`config.mk`:
```
export PLATFORM = sky130hd
export DESIGN_NAME = fifo_16
export DESIGN_NICKNAME = d
export VERILOG_FILES = /design/src/rtl/fifo_16.sv
export SDC_FILE = /design/constraint.sdc
export NUM_CORES = 1
export LEC_CHECK = 0
export BUFFER_PORTS_ARGS = -buffer_cell sky130_fd_sc_hd__buf_2
export CORE_ASPECT_RATIO = 1.25
export CORE_MARGIN = 4
export CORE_UTILIZATION = 45
export DETAILED_ROUTE_END_ITERATION = 6
export GPL_TIMING_DRIVEN = 0
export SYNTH_ARGS = -nofsm -noshare
export SYNTH_HDL_FRONTEND = slang
export SYNTH_SLANG_ARGS = --single-unit
```
`constraint.sdc`:
```
create_clock -name clk -period 6.7 [get_ports clk]
set_clock_uncertainty 0.2 [all_clocks]
set_input_delay 0.67 -clock clk [delete_from_list [all_inputs] [get_ports clk]]
set_output_delay 0.67 -clock clk [all_outputs]
set_load 0.01 [all_outputs]
```
`src/rtl/fifo_16.sv`:
```
// Synchronous single-clock FIFO, DEPTH = 2**BUF_WIDTH words, with occupancy count and threshold flags.
// Latency: a word written at edge N is readable from edge N+1; buf_out is registered and updates on the read edge.
// Backpressure: a write into a full FIFO is dropped unless a read happens in the same cycle; a read from empty is ignored.
//
// Ports:
//   clk, rst           clock and synchronous active-high reset
//   buf_in, wr_en      write data and write request
//   rd_en, buf_out     read request and registered read data (holds when no read)
//   uH, uL             almost-full free-slot margin, almost-empty occupancy threshold
//   buf_empty/full, almost_full/empty, fifo_counter   status decoded from occupancy
module fifo_16 #(
  parameter int BUF_WIDTH  = 4,
  parameter int DATA_WIDTH = 4
) (
  input  logic                  clk,
  input  logic                  rst,
  input  logic [DATA_WIDTH-1:0] buf_in,
  input  logic                  wr_en,
  input  logic                  rd_en,
  input  logic [DATA_WIDTH-1:0] uH,
  input  logic [DATA_WIDTH-1:0] uL,
  output logic [DATA_WIDTH-1:0] buf_out,
  output logic                  buf_empty,
  output logic                  buf_full,
  output logic                  almost_full,
  output logic                  almost_empty,
  output logic [BUF_WIDTH:0]    fifo_counter
);

  localparam int DEPTH = 1 << BUF_WIDTH;
  localparam int CW    = BUF_WIDTH + 1;
  localparam logic [CW-1:0] DEPTH_C = CW'(DEPTH);

  logic [DATA_WIDTH-1:0] mem [DEPTH];
  logic [BUF_WIDTH-1:0]  wr_ptr;
  logic [BUF_WIDTH-1:0]  rd_ptr;
  logic                  we;
  logic                  re;
  logic [CW-1:0]         uh_ext;
  logic [CW-1:0]         ul_ext;

  // A full FIFO still accepts a write when a read frees a slot on the same edge.
  assign we = wr_en & (~buf_full | rd_en);
  assign re = rd_en & ~buf_empty;

  // Thresholds are resized (zero-extend or truncate) to counter width.
  always_comb begin
    uh_ext       = CW'(uH);
    ul_ext       = CW'(uL);
    buf_empty    = (fifo_counter == '0);
    buf_full     = (fifo_counter == DEPTH_C);
    almost_empty = (fifo_counter <= ul_ext);
    // Guard the subtraction so a margin of DEPTH or more never wraps.
    if (uh_ext >= DEPTH_C) begin
      almost_full = 1'b1;
    end else begin
      almost_full = (fifo_counter >= (DEPTH_C - uh_ext));
    end
  end

  // Storage is not reset; reset only blocks a write on that edge.
  always_ff @(posedge clk) begin
    if (we && !rst) begin
      mem[wr_ptr] <= buf_in;
    end
  end

  always_ff @(posedge clk) begin
    if (rst) begin
      wr_ptr       <= '0;
      rd_ptr       <= '0;
      fifo_counter <= '0;
      buf_out      <= '0;
    end else begin
      if (we) begin
        wr_ptr <= wr_ptr + 1'b1;
      end
      if (re) begin
        buf_out <= mem[rd_ptr];
        rd_ptr  <= rd_ptr + 1'b1;
      end
      case ({we, re})
        2'b10:   fifo_counter <= fifo_counter + 1'b1;
        2'b01:   fifo_counter <= fifo_counter - 1'b1;
        default: fifo_counter <= fifo_counter;
      endcase
    end
  end

endmodule

```
==> impl_metrics.py, run 1 <==
metrics = {
    "run_status": {
        "run_status": "completed",
    },
    "worst_setup_path": {
        "crit_fanout": 9,
        "crit_arrival_ns": 3.57,
        "required_ns": 6.74,
        "max_stage_delay_ns": 0.57,
        "cpMostUsedCell": "inv_1",
        "cp-start-kind": "flop",
        "path_cells": "or4_4 > o31a_1 > buf_6 > inv_1 > ha_1 > inv_1 > fa_1 > nor2b_1 > o21ai_0 > nand3_1 > or3b_2 > mux2_2",
        "r2r_setup_slack_ns": 3.17,
        "worstSetupPathType": "reg2reg",
        "r2r-end": "fifo_counter[4]",
        "cp-end-kind": "flop",
        "reg2reg_depth": 12,
        "r2r-start": "fifo_counter[1]",
        "slowest_stage": "or4_4",
    },
    "yosys": {
        "synthArstFlopShare_pct": 0,
        "synthMuxAreaShare_pct": 10.14,
        "synth_top_cells_by_area": "edfxtp_1 (52%), dfxtp_1 (9.3%), mux4_2 (7.4%)",
        "synthAdderAreaFrac_pct": 7.033,
        "synth-seq-area-share_pct": 61.73,
        "syn-cell-area_sq_mm": 0.003665,
        "synth_xor_area_share_pct": 2.390,
        "ys.flop_type": "edfxtp_1",
        "yosys.area.top_type": "edfxtp_1",
        "synth_compound_area_share_pct": 6.111,
        "synth_cell_types": 41,
        "synth-edff-count": 64,
        "synthCells": 262,
        "synth-seq-cells": 81,
        "yosys-top-cells-count": "edfxtp_1 (64), nor2_1 (42), ha_1 (19)",
        "synth_top_family_by_area": "multiplexers",
        "synth_top_area_share_pct": 52.44,
        "synth_simple_gate_area_share_pct": 9.525,
        "yosysMostFrequentCell": "edfxtp_1",
        "ys_warn_count": 0,
        "synth_fp_nets": 298,
        "avgSynthCellArea_sq_um": 13.99,
    },
    "cells_and_area": {
        "diodes": 0,
        "n_fill_cell": 666,
        "drive_gt1_share_pct": 23.53,
        "syn_to_final_growth_pct": 13.08,
        "fin_nets": 337,
        "layoutNonFillerInstCount": 401,
        "utilization_pct": 52.57,
    },
    "timing": {
        "holdWs_ns": 0.3113,
        "maxSlewHeadroom_pct": 65.56,
        "final.setup.tns_ns": 0,
        "max_clock_freq_mhz": 283.0,
        "fin_crit_ns": 3.533,
        "worst_pin_slew_ns": 0.5165,
        "slew_viol_final": 0,
        "post-route-period-util_pct": 52.74,
        "setup_violations": 0,
        "rsz0062_at_grt": "no",
        "hold_viol_final": 0,
    },
    "drt": {
        "wl_per_cell_um": 16.92,
        "drt_iter0_drc": 82,
        "vias_per_cell": 5.294,
        "totalWireLength_um": 6785,
        "drtAntennaViolNets": 0,
        "vias": 2123,
        "firstDrtPassIters": 4,
        "drc": 0,
    },
    "worst_hold_path": {
        "hold_end": "buf_out[2]",
        "hold_depth": 2,
        "hp-start": "buf_out[2]",
        "hp-class": "reg2reg",
    },
    "global_route": {
        "grt_pass1_vias": 2140,
        "grt_pass1_wl_um": 10970,
        "grt_start_max_net_pins": 17,
        "grtUsageTotal_pct": 15.80,
        "overflow": 0,
        "antenna_found_initial": 0,
    },
    "floorplan": {
        "die_h_um": 108.9,
        "dieArea_sq_mm": 0.009661,
        "rows": 36,
        "ios": 29,
        "core_sq_mm": 0.007883,
        "die_w_um": 88.72,
        "initial_core_util_pct": 46.49,
    },
    "place": {
        "dpl.hpwl_um": 5077,
        "dp_cells": 385,
        "routabilityCongestion": 0.7464,
        "io_buffers": 28,
    },
    "pwr": {
        "swShare_pct": 29.62,
        "vdd_drop_max_v": 0.0002049,
        "p_seq_share_pct": 44.4,
        "p_leak_nw": 1.523,
        "p_switching_mw": 0.4079,
        "p_comb_share_pct": 27.6,
        "pwr-share-clk_pct": 28.1,
        "p_int_mw": 0.9692,
        "power.density_mw_per_mm2": 332.3,
    },
    "clock_network": {
        "cts_tree": "done",
        "cts_buffers": 9,
        "cts-hold-fix-buffers": 0,
        "clkLatencyLatePin_ns": 0.35,
        "clockBufferDepth": 2,
        "cts_root_buf": "clkbuf_8",
        "clk_pin_slew_ns": 0.08,
        "cts_setup_buffers": 0,
        "cts.sinks": 81,
        "cts_resized": 0,
        "cts_max_level": 3,
    },
    "run": {
        "cap_violations": 0,
    },
}
-- power groups by stage --
stage | logic, mW | clock network [mW] | registers, mW
floorplan | 0.270 | 0 | 0.625
global route | 0.435 | 0.421 | 0.617
detailed placement | 0.386 | 0 | 0.624
finish | 0.380 | 0.386 | 0.611
CTS | 0.388 | 0.397 | 0.613
global placement | 0.382 | 0 | 0.623
-- sequential cells by signal, indices dropped and copies added (netlist names) --
signal / flops
mem: 64
fifo_counter: 5
buf_out: 4
rd_ptr: 4
wr_ptr: 4
-- metal layers --
metal / vias to the layer above / GRT usage [%] / wire [um]
li1: 1047 / - / -
met1: 1026 / 19.08 / 2918
met2: 39 / 26.86 / 3488
met3: 11 / 3.930 / 257
met4: 0 / 6.156 / 120
met5: - / 0 / 0
-- critical path, delay by kind of cell, from the launching register on --
family                     cells  cell delay, ns
adders and majority gates      2            0.60
muxes                          1            0.27
DFF                            1            0.39
and+or+nand+nor                4            1.27
buffers and inverters          3            0.30
AOI/OAI and AO/OA              2            0.40
-- worst max-delay path by stage --
stage                               start              end  slack, ns
after global routing      fifo_counter[1]  fifo_counter[4]       2.98
final                     fifo_counter[1]  fifo_counter[4]       3.17
after detailed placement  fifo_counter[1]  fifo_counter[4]       3.17
after floorplan           fifo_counter[1]  fifo_counter[4]       3.36
after CTS                 fifo_counter[1]  fifo_counter[4]       3.16
after global placement    fifo_counter[1]  fifo_counter[4]       3.16
-- placed cells by master, fill, tap and decap left out, types with 9 or more instances in the layout --
cell type / n
mux2i_1: 9
buf_2: 31
edfxtp_1: 64
nand2_1: 9
ha_1: 19
dfxtp_1: 17
inv_1: 14
clkbuf_8: 10
mux4_2: 12
nor2_1: 42
a21oi_1: 13
-- kinds of logic after synthesis --
family                   after synthesis
AND/OR/NAND/NOR                       73
buffers and inverters                 24
XOR/XNOR                              10
adder cells (fa/ha/maj)               20
flip-flops                            81
multiplexers                          22
AO/OA/AOI/OAI                         32
-- cell type report --
class                      instances  area [sq um]  share of cell area [%]
tap                               95         118.9                   2.868
clock buffer                      11         141.4                   3.412
clock inverter                     5         78.83                   1.902
inverter                          15         56.30                   1.359
multi-input combinational        157          1290                   31.13
sequential                        81          2262                   54.59
timing repair buffer              28         140.1                   3.382
buffer                             9         56.30                   1.359
-- through the flow --
stage               power [mW]  area [sq um]  setup slack (ns)
finish                   1.377          4144             3.167
global route             1.473          4144             2.985
CTS                      1.397          4144             3.156
detailed placement       1.009          3924             3.172
global placement         1.005          3924             3.160
floorplan               0.8954          3665             3.357
No activity file was read; power rests on OpenSTA's default activity.
==> run 2, diff against run 1 <==
--- a/config.mk
+++ b/config.mk
@@ -5,6 +5,7 @@
 export SDC_FILE = /design/constraint.sdc
 export NUM_CORES = 1
 export LEC_CHECK = 0
+export ABC_AREA = 1
 export BUFFER_PORTS_ARGS = -buffer_cell sky130_fd_sc_hd__buf_2
 export CORE_ASPECT_RATIO = 1.25
 export CORE_MARGIN = 4
==> constraint.sdc (replaced) <==
create_clock -name clk -period 2.95 [get_ports clk]
set_clock_uncertainty 0.2 [all_clocks]
set_input_delay 0.295 -clock clk [delete_from_list [all_inputs] [get_ports clk]]
set_output_delay 0.295 -clock clk [all_outputs]
set_load 0.01 [all_outputs]
==> run 2 against run 1 <==
  * Sequential power up 130%
  * Worst setup slack worse by 2.9 ns
  * Count of clock-buffer cells in the layout down 2
  * Via count up 36%
  * Critical path depth up 4
  * Die area up 10%
  * Maximum frequency up 31%
  * Critical path type unchanged
  * Critical endpoint unchanged
  * Highest routed layer unchanged
==> impl_metrics.py, run 2 <==
metrics = {
    "run": {
        "cap_violations": 0,
    },
    "cells_and_area": {
        "diodes": 0,
        "fin_nets": 513,
        "largest_reg_flops": 64,
        "regMostFlops": "mem",
        "layoutNonFillerInstCount": 602,
        "final_area_sq_mm": 0.004554,
        "n_fill_cell": 843,
        "drive_gt1_share_pct": 15.35,
        "layout_commonest_cell": "nand2_1",
        "utilization_pct": 52.06,
        "layout_common_cells": "nand2_1 (116), inv_1 (67), edfxtp_1 (64)",
        "top_regs": "mem (64), fifo_counter (5)",
        "syn_to_final_growth_pct": 11.55,
    },
    "yosys": {
        "synthArstFlopShare_pct": 0,
        "synthCells": 438,
        "yosys.area.top_type": "edfxtp_1",
        "synth_top_area_share_pct": 47.07,
        "ys_warn_count": 0,
        "ys.flop_type": "edfxtp_1",
        "avgSynthCellArea_sq_um": 9.321,
        "yosys-top-cells-count": "nand2_1 (116), inv_1 (68), edfxtp_1 (64)",
        "syn-cell-area_sq_mm": 0.004083,
        "synth-seq-cells": 81,
        "synth_cell_types": 30,
        "synth_fp_nets": 474,
        "synth-seq-area-share_pct": 55.41,
        "synth-edff-count": 64,
        "yosysMostFrequentCell": "nand2_1",
        "synth_top_cells_by_area": "edfxtp_1 (47%), nand2_1 (11%), dfxtp_1 (8.3%)",
    },
    "timing": {
        "hold_viol_final": 0,
        "max_clock_freq_mhz": 371.7,
        "holdWs_ns": 0.04520,
        "fin_crit_ns": 2.690,
        "final.setup.tns_ns": 0,
        "rsz0062_at_grt": "no",
        "post-route-period-util_pct": 91.19,
        "slew_viol_final": 0,
        "worst_pin_slew_ns": 0.7863,
        "maxSlewHeadroom_pct": 47.17,
        "setup_violations": 0,
        "worst_slack_ns": 0.2599,
    },
    "floorplan": {
        "die_h_um": 114.5,
        "die_w_um": 93.20,
        "initial_core_util_pct": 46.67,
        "ios": 29,
        "core_sq_mm": 0.008748,
        "rows": 38,
        "dieArea_sq_mm": 0.01067,
    },
    "worst_setup_path": {
        "slowest_stage": "fa_1",
        "max_stage_delay_ns": 0.41,
        "cpMostUsedCell": "nand2_1",
        "r2r-end": "fifo_counter[4]",
        "path_cells": "nor2_4 > nand3_2 > nor2_4 > nand2_4 > nand2_4 > buf_4 > ha_2 > inv_1 > fa_1 > inv_1 > nand2_1 > a21boi_0 > o21bai_1 > nand2_1 > nand2_1 > a21oi_1",
        "reg2reg_depth": 16,
        "cp-start-kind": "flop",
        "required_ns": 3.04,
        "crit_buf_inv": 3,
        "cp-end-kind": "flop",
        "crit_arrival_ns": 2.78,
        "crit_fanout": 10,
        "worstSetupPathType": "reg2reg",
        "r2r-start": "fifo_counter[2]",
        "r2r_setup_slack_ns": 0.26,
        "cp_top_family": "simple AND/OR/NAND/NOR gates",
    },
    "clock_network": {
        "clkLatencyLatePin_ns": 0.36,
        "cts_root_buf": "clkbuf_8",
        "cts_setup_buffers": 0,
        "cts.sinks": 81,
        "cts_max_level": 3,
        "cts_tree": "done",
        "cts_buffers": 9,
        "clockBufferDepth": 2,
        "clk_pin_slew_ns": 0.08,
    },
    "pwr": {
        "p_switching_mw": 1.286,
        "p_comb_share_pct": 37.3,
        "p_int_mw": 2.101,
        "swShare_pct": 37.97,
        "pwr-share-clk_pct": 21.6,
        "p_seq_share_pct": 41.1,
        "power.density_mw_per_mm2": 743.7,
        "p_leak_nw": 2.034,
        "vdd_drop_max_v": 0.0004794,
        "power_mw": 3.387,
    },
    "worst_hold_path": {
        "hold_depth": 3,
        "hp-start": "wr_en",
        "hold_end": "wr_ptr[3]",
        "hp-class": "in2reg",
    },
    "global_route": {
        "antenna_found_initial": 0,
        "overflow": 0,
        "grtUsageTotal_pct": 17.79,
        "grt_pass1_vias": 2852,
        "grt_pass1_wl_um": 14260,
        "grt_start_max_net_pins": 17,
    },
    "drt": {
        "drt_iter0_drc": 117,
        "wl_per_cell_um": 14.20,
        "vias_per_cell": 4.809,
        "vias": 2895,
        "drtAntennaViolNets": 0,
        "totalWireLength_um": 8551,
        "drc": 0,
        "firstDrtPassIters": 4,
    },
    "place": {
        "dpl_worst_slack_ns": 0.1991,
        "dpl.hpwl_um": 6246,
        "io_buffers": 28,
        "routabilityCongestion": 0.7941,
        "dp_cells": 586,
        "dpl_cell_area_sq_mm": 0.004373,
    },
    "run_status": {
        "run_status": "completed",
    },
}
==> run 2: how the worst max path moves through the flow <==
stage	start	slack, ns	cells after the start	end
after detailed placement	fifo_counter[1]	0.20	16	fifo_counter[4]
final	fifo_counter[2]	0.26	16	fifo_counter[4]
after floorplan	fifo_counter[2]	0.43	16	fifo_counter[4]
after global placement	fifo_counter[1]	0.21	16	fifo_counter[4]
after global routing	fifo_counter[2]	0.02	16	fifo_counter[4]
after CTS	fifo_counter[1]	0.17	16	fifo_counter[4]
==> run 2: cell type report <==
class                      instances  area, sq um  area share (%)
inverter                          74        280.3           6.154
tap                              120        150.1           3.297
sequential                        81         2262           49.67
clock inverter                     7        55.05           1.209
buffer                            16        120.1           2.637
timing repair buffer              28        140.1           3.077
clock buffer                       9        123.9           2.720
multi-input combinational        267         1423           31.24
==> run 2: worst register-to-register path, cell delays in order, from the launching register on <==
cell	delay [ns]
dfxtp_1	0.40
nor2_4	0.16
nand3_2	0.09
nor2_4	0.12
nand2_4	0.07
nand2_4	0.09
buf_4	0.18
ha_2	0.25
inv_1	0.06
fa_1	0.41
inv_1	0.08
nand2_1	0.06
a21boi_0	0.18
o21bai_1	0.08
nand2_1	0.06
nand2_1	0.05
a21oi_1	0.11
==> run 2: power by group through the flow <==
stage	logic, mW	clock network (mW)	registers, mW
floorplan	0.886	0	1.42
global placement	1.25	0	1.42
detailed placement	1.27	0	1.42
CTS	1.28	0.750	1.39
global route	1.46	0.798	1.41
finish	1.26	0.732	1.39
==> run 2: metal layers <==
layer  vias up  share of wire (%)  GRT usage [%]
li1       1505                  -              -
met1      1312                 42          20.47
met2        59                 51          30.95
met3        19                4.4          4.865
met4         0                2.7          7.625
met5         -                  0              0
==> run 2: repair_timing <==
item | in CTS | in global routing
hold buffers | 0 | 0
setup endpoints to repair | 0 | 1
gates resized for setup | 0 | 2
endpoints found under the hold margin | 0 | 0
==> run 2: cell families (layout without fill, tap and decap cells) <==
group	count (synthesis)	in the layout	synth area share, %
buffers and inverters	90	134	9.806
XOR/XNOR	8	8	1.716
adder cells (fa/ha/maj)	20	20	6.313
AND/OR/NAND/NOR	210	210	22.83
flip-flops	81	81	55.41
AO/OA/AOI/OAI	29	29	3.923
==> run 3, diff against run 2 <==
--- a/config.mk
+++ b/config.mk
@@ -7,7 +7,7 @@
 export LEC_CHECK = 0
 export ABC_AREA = 1
 export BUFFER_PORTS_ARGS = -buffer_cell sky130_fd_sc_hd__buf_2
-export CORE_ASPECT_RATIO = 1.25
+export CORE_ASPECT_RATIO = 0.75
 export CORE_MARGIN = 4
 export CORE_UTILIZATION = 45
 export DETAILED_ROUTE_END_ITERATION = 6
==> run 3 against run 2 <==
  * Flip-flop and latch count did not move
  * Highest routed layer unchanged
  * Total power rose by 13%
  * Final area rose by 2.5%
  * Clock power rose by 54%
  * Worst setup slack got worse by 0.071 ns
  * Final cell count fell by 2.0%
  * Wire length rose by 9.6%
  * Register-to-register slack got worse by 0.07 ns
==> impl_metrics.py, run 3 (synthesized netlist as in run 2, its figures left out) <==
metrics = {
    "run_status": {
        "run_status": "completed",
    },
    "worst_setup_path": {
        "cp-start-kind": "flop",
        "crit_arrival_ns": 2.83,
        "cp_top_family": "simple AND/OR/NAND/NOR gates",
        "slowest_stage": "dfxtp_1",
        "crit_fanout": 10,
        "cpMostUsedCell": "nand2_1",
        "required_ns": 3.02,
        "crit_buf_inv": 3,
        "max_stage_delay_ns": 0.42,
        "path_cells": "nor2_4 > nand3_2 > nor2_4 > nand2_4 > nand2_4 > buf_4 > ha_2 > inv_1 > fa_1 > inv_1 > nand2_1 > a21boi_0 > o21bai_1 > nand2_1 > nand2_1 > a21oi_1",
        "worstSetupPathType": "reg2reg",
        "cp-end-kind": "flop",
    },
    "clock_network": {
        "cts_resized": 0,
        "cts.sinks": 81,
        "clkLatencyLatePin_ns": 0.34,
        "cts_root_buf": "clkbuf_16",
        "cts_buffers": 9,
        "cts_tree": "done",
        "clk_pin_slew_ns": 0.06,
        "clockBufferDepth": 2,
        "cts_setup_buffers": 0,
        "cts_max_level": 3,
        "cts-hold-fix-buffers": 0,
    },
    "cells_and_area": {
        "n_fill_cell": 779,
        "layout_common_cells": "nand2_1 (116), inv_1 (68), edfxtp_1 (64)",
        "layout_commonest_cell": "nand2_1",
        "syn_to_final_growth_pct": 14.31,
        "final_area_sq_mm": 0.004667,
        "multi_input_area_sq_mm": 0.001423,
        "fin_nets": 513,
        "drive_gt1_share_pct": 15.15,
        "diodes": 0,
        "seq_area_sq_mm": 0.002262,
        "regMostFlops": "mem",
        "top_regs": "mem (64), fifo_counter (5)",
        "largest_reg_flops": 64,
    },
    "floorplan": {
        "rows": 29,
        "die_h_um": 90.49,
        "ios": 29,
        "die_w_um": 118.0,
        "initial_core_util_pct": 47.28,
        "core_sq_mm": 0.008636,
        "dieArea_sq_mm": 0.01068,
    },
    "timing": {
        "max_clock_freq_mhz": 362.1,
        "holdWs_ns": 0.07729,
        "worst_pin_slew_ns": 0.8603,
        "worst_slack_ns": 0.1886,
        "final.setup.tns_ns": 0,
        "rsz0062_at_grt": "no",
        "setup_violations": 0,
        "hold_viol_final": 0,
        "post-route-period-util_pct": 93.61,
        "maxSlewHeadroom_pct": 42.21,
        "slew_viol_final": 0,
        "fin_crit_ns": 2.761,
    },
    "drt": {
        "vias": 3058,
        "totalWireLength_um": 9370,
        "drt_iter0_drc": 266,
        "drc": 0,
        "wl_per_cell_um": 15.88,
        "drtAntennaViolNets": 0,
        "vias_per_cell": 5.183,
        "firstDrtPassIters": 5,
    },
    "pwr": {
        "p_int_mw": 2.489,
        "vdd_drop_max_v": 0.0005068,
        "pwr-share-clk_pct": 29.6,
        "power_mw": 3.819,
        "p_leak_nw": 2.103,
        "swShare_pct": 34.81,
        "p_comb_share_pct": 33.4,
        "p_seq_share_pct": 37.0,
        "p_switching_mw": 1.330,
        "power.density_mw_per_mm2": 818.3,
    },
    "global_route": {
        "grt_start_max_net_pins": 17,
        "grt_pass1_wl_um": 15010,
        "overflow": 0,
        "grt_pass1_vias": 2882,
        "antenna_found_initial": 0,
        "grtUsageTotal_pct": 18.49,
    },
    "place": {
        "dpl_worst_slack_ns": 0.1302,
        "dpl_cell_area_sq_mm": 0.004358,
        "dpl.hpwl_um": 6762,
        "io_buffers": 28,
        "routabilityCongestion": 0.8141,
    },
    "worst_hold_path": {
        "hp-class": "in2reg",
    },
    "run": {
        "cap_violations": 0,
    },
}
-- run 3: cell count changes in the layout (fill, tap and decap cells not counted), sizes merged --
cell / delta
bufinv: +1
clkbuf: +2
clkinv: +1
clkinvlp: -2
inv: -2
-- run 3: worst paths after layout --
| path | startpoint | slack [ns] | end | cells after the start |
|---|---|---|---|---|
| setup / recovery | fifo_counter[2] | 0.19 | fifo_counter[4] | 16 |
| hold reg to reg | wr_ptr[3] | 0.31 | wr_ptr[3] | 2 |
| hold / removal | wr_en | 0.08 | wr_ptr[3] | 3 |
| setup reg to reg | fifo_counter[2] | 0.19 | fifo_counter[4] | 16 |
-- run 3: cell type report --
class                      count  area share, %
clock buffer                  11          5.416
inverter                      74          6.005
timing repair buffer          28          3.003
buffer                        16          2.574
clock inverter                 5          1.153
multi-input combinational    267          30.48
sequential                    81          48.47
tap                          108          2.895
-- run 3: metrics by stage --
stage	utilization [%]	instances
finish	54.04	590
detailed placement	50.46	574
floorplan	-	438
CTS	54.01	590
global route	54.04	590
global placement	50.46	574
-- run 3: routing by layer --
layer  vias to the layer above  wire length, um  track usage, %
li1                       1501                -               -
met1                      1468             4551           26.55
met2                        81             4154           27.74
met3                         8              605           4.822
met4                         0               59           4.976
met5                         -                0               0
-- run 3: power by group through the flow --
stage / Clock, mW / Combinational [mW] / Sequential (mW)
4_1_cts: 1.15 / 1.28 / 1.41
5_1_grt: 1.21 / 1.45 / 1.42
2_1_floorplan: 0 / 0.886 / 1.42
3_5_place_dp: 0 / 1.27 / 1.43
6_report: 1.13 / 1.28 / 1.41
3_3_place_gp: 0 / 1.23 / 1.43
-- run 3: worst reg2reg max path: stages (launching register included) --
cell and delay [ns]:
dfxtp_1 0.42, nor2_4 0.18, nand3_2 0.10, nor2_4 0.12, nand2_4 0.08, nand2_4 0.09
buf_4 0.18, ha_2 0.26, inv_1 0.07, fa_1 0.40, inv_1 0.07, nand2_1 0.06
a21boi_0 0.17, o21bai_1 0.08, nand2_1 0.06, nand2_1 0.04, a21oi_1 0.12
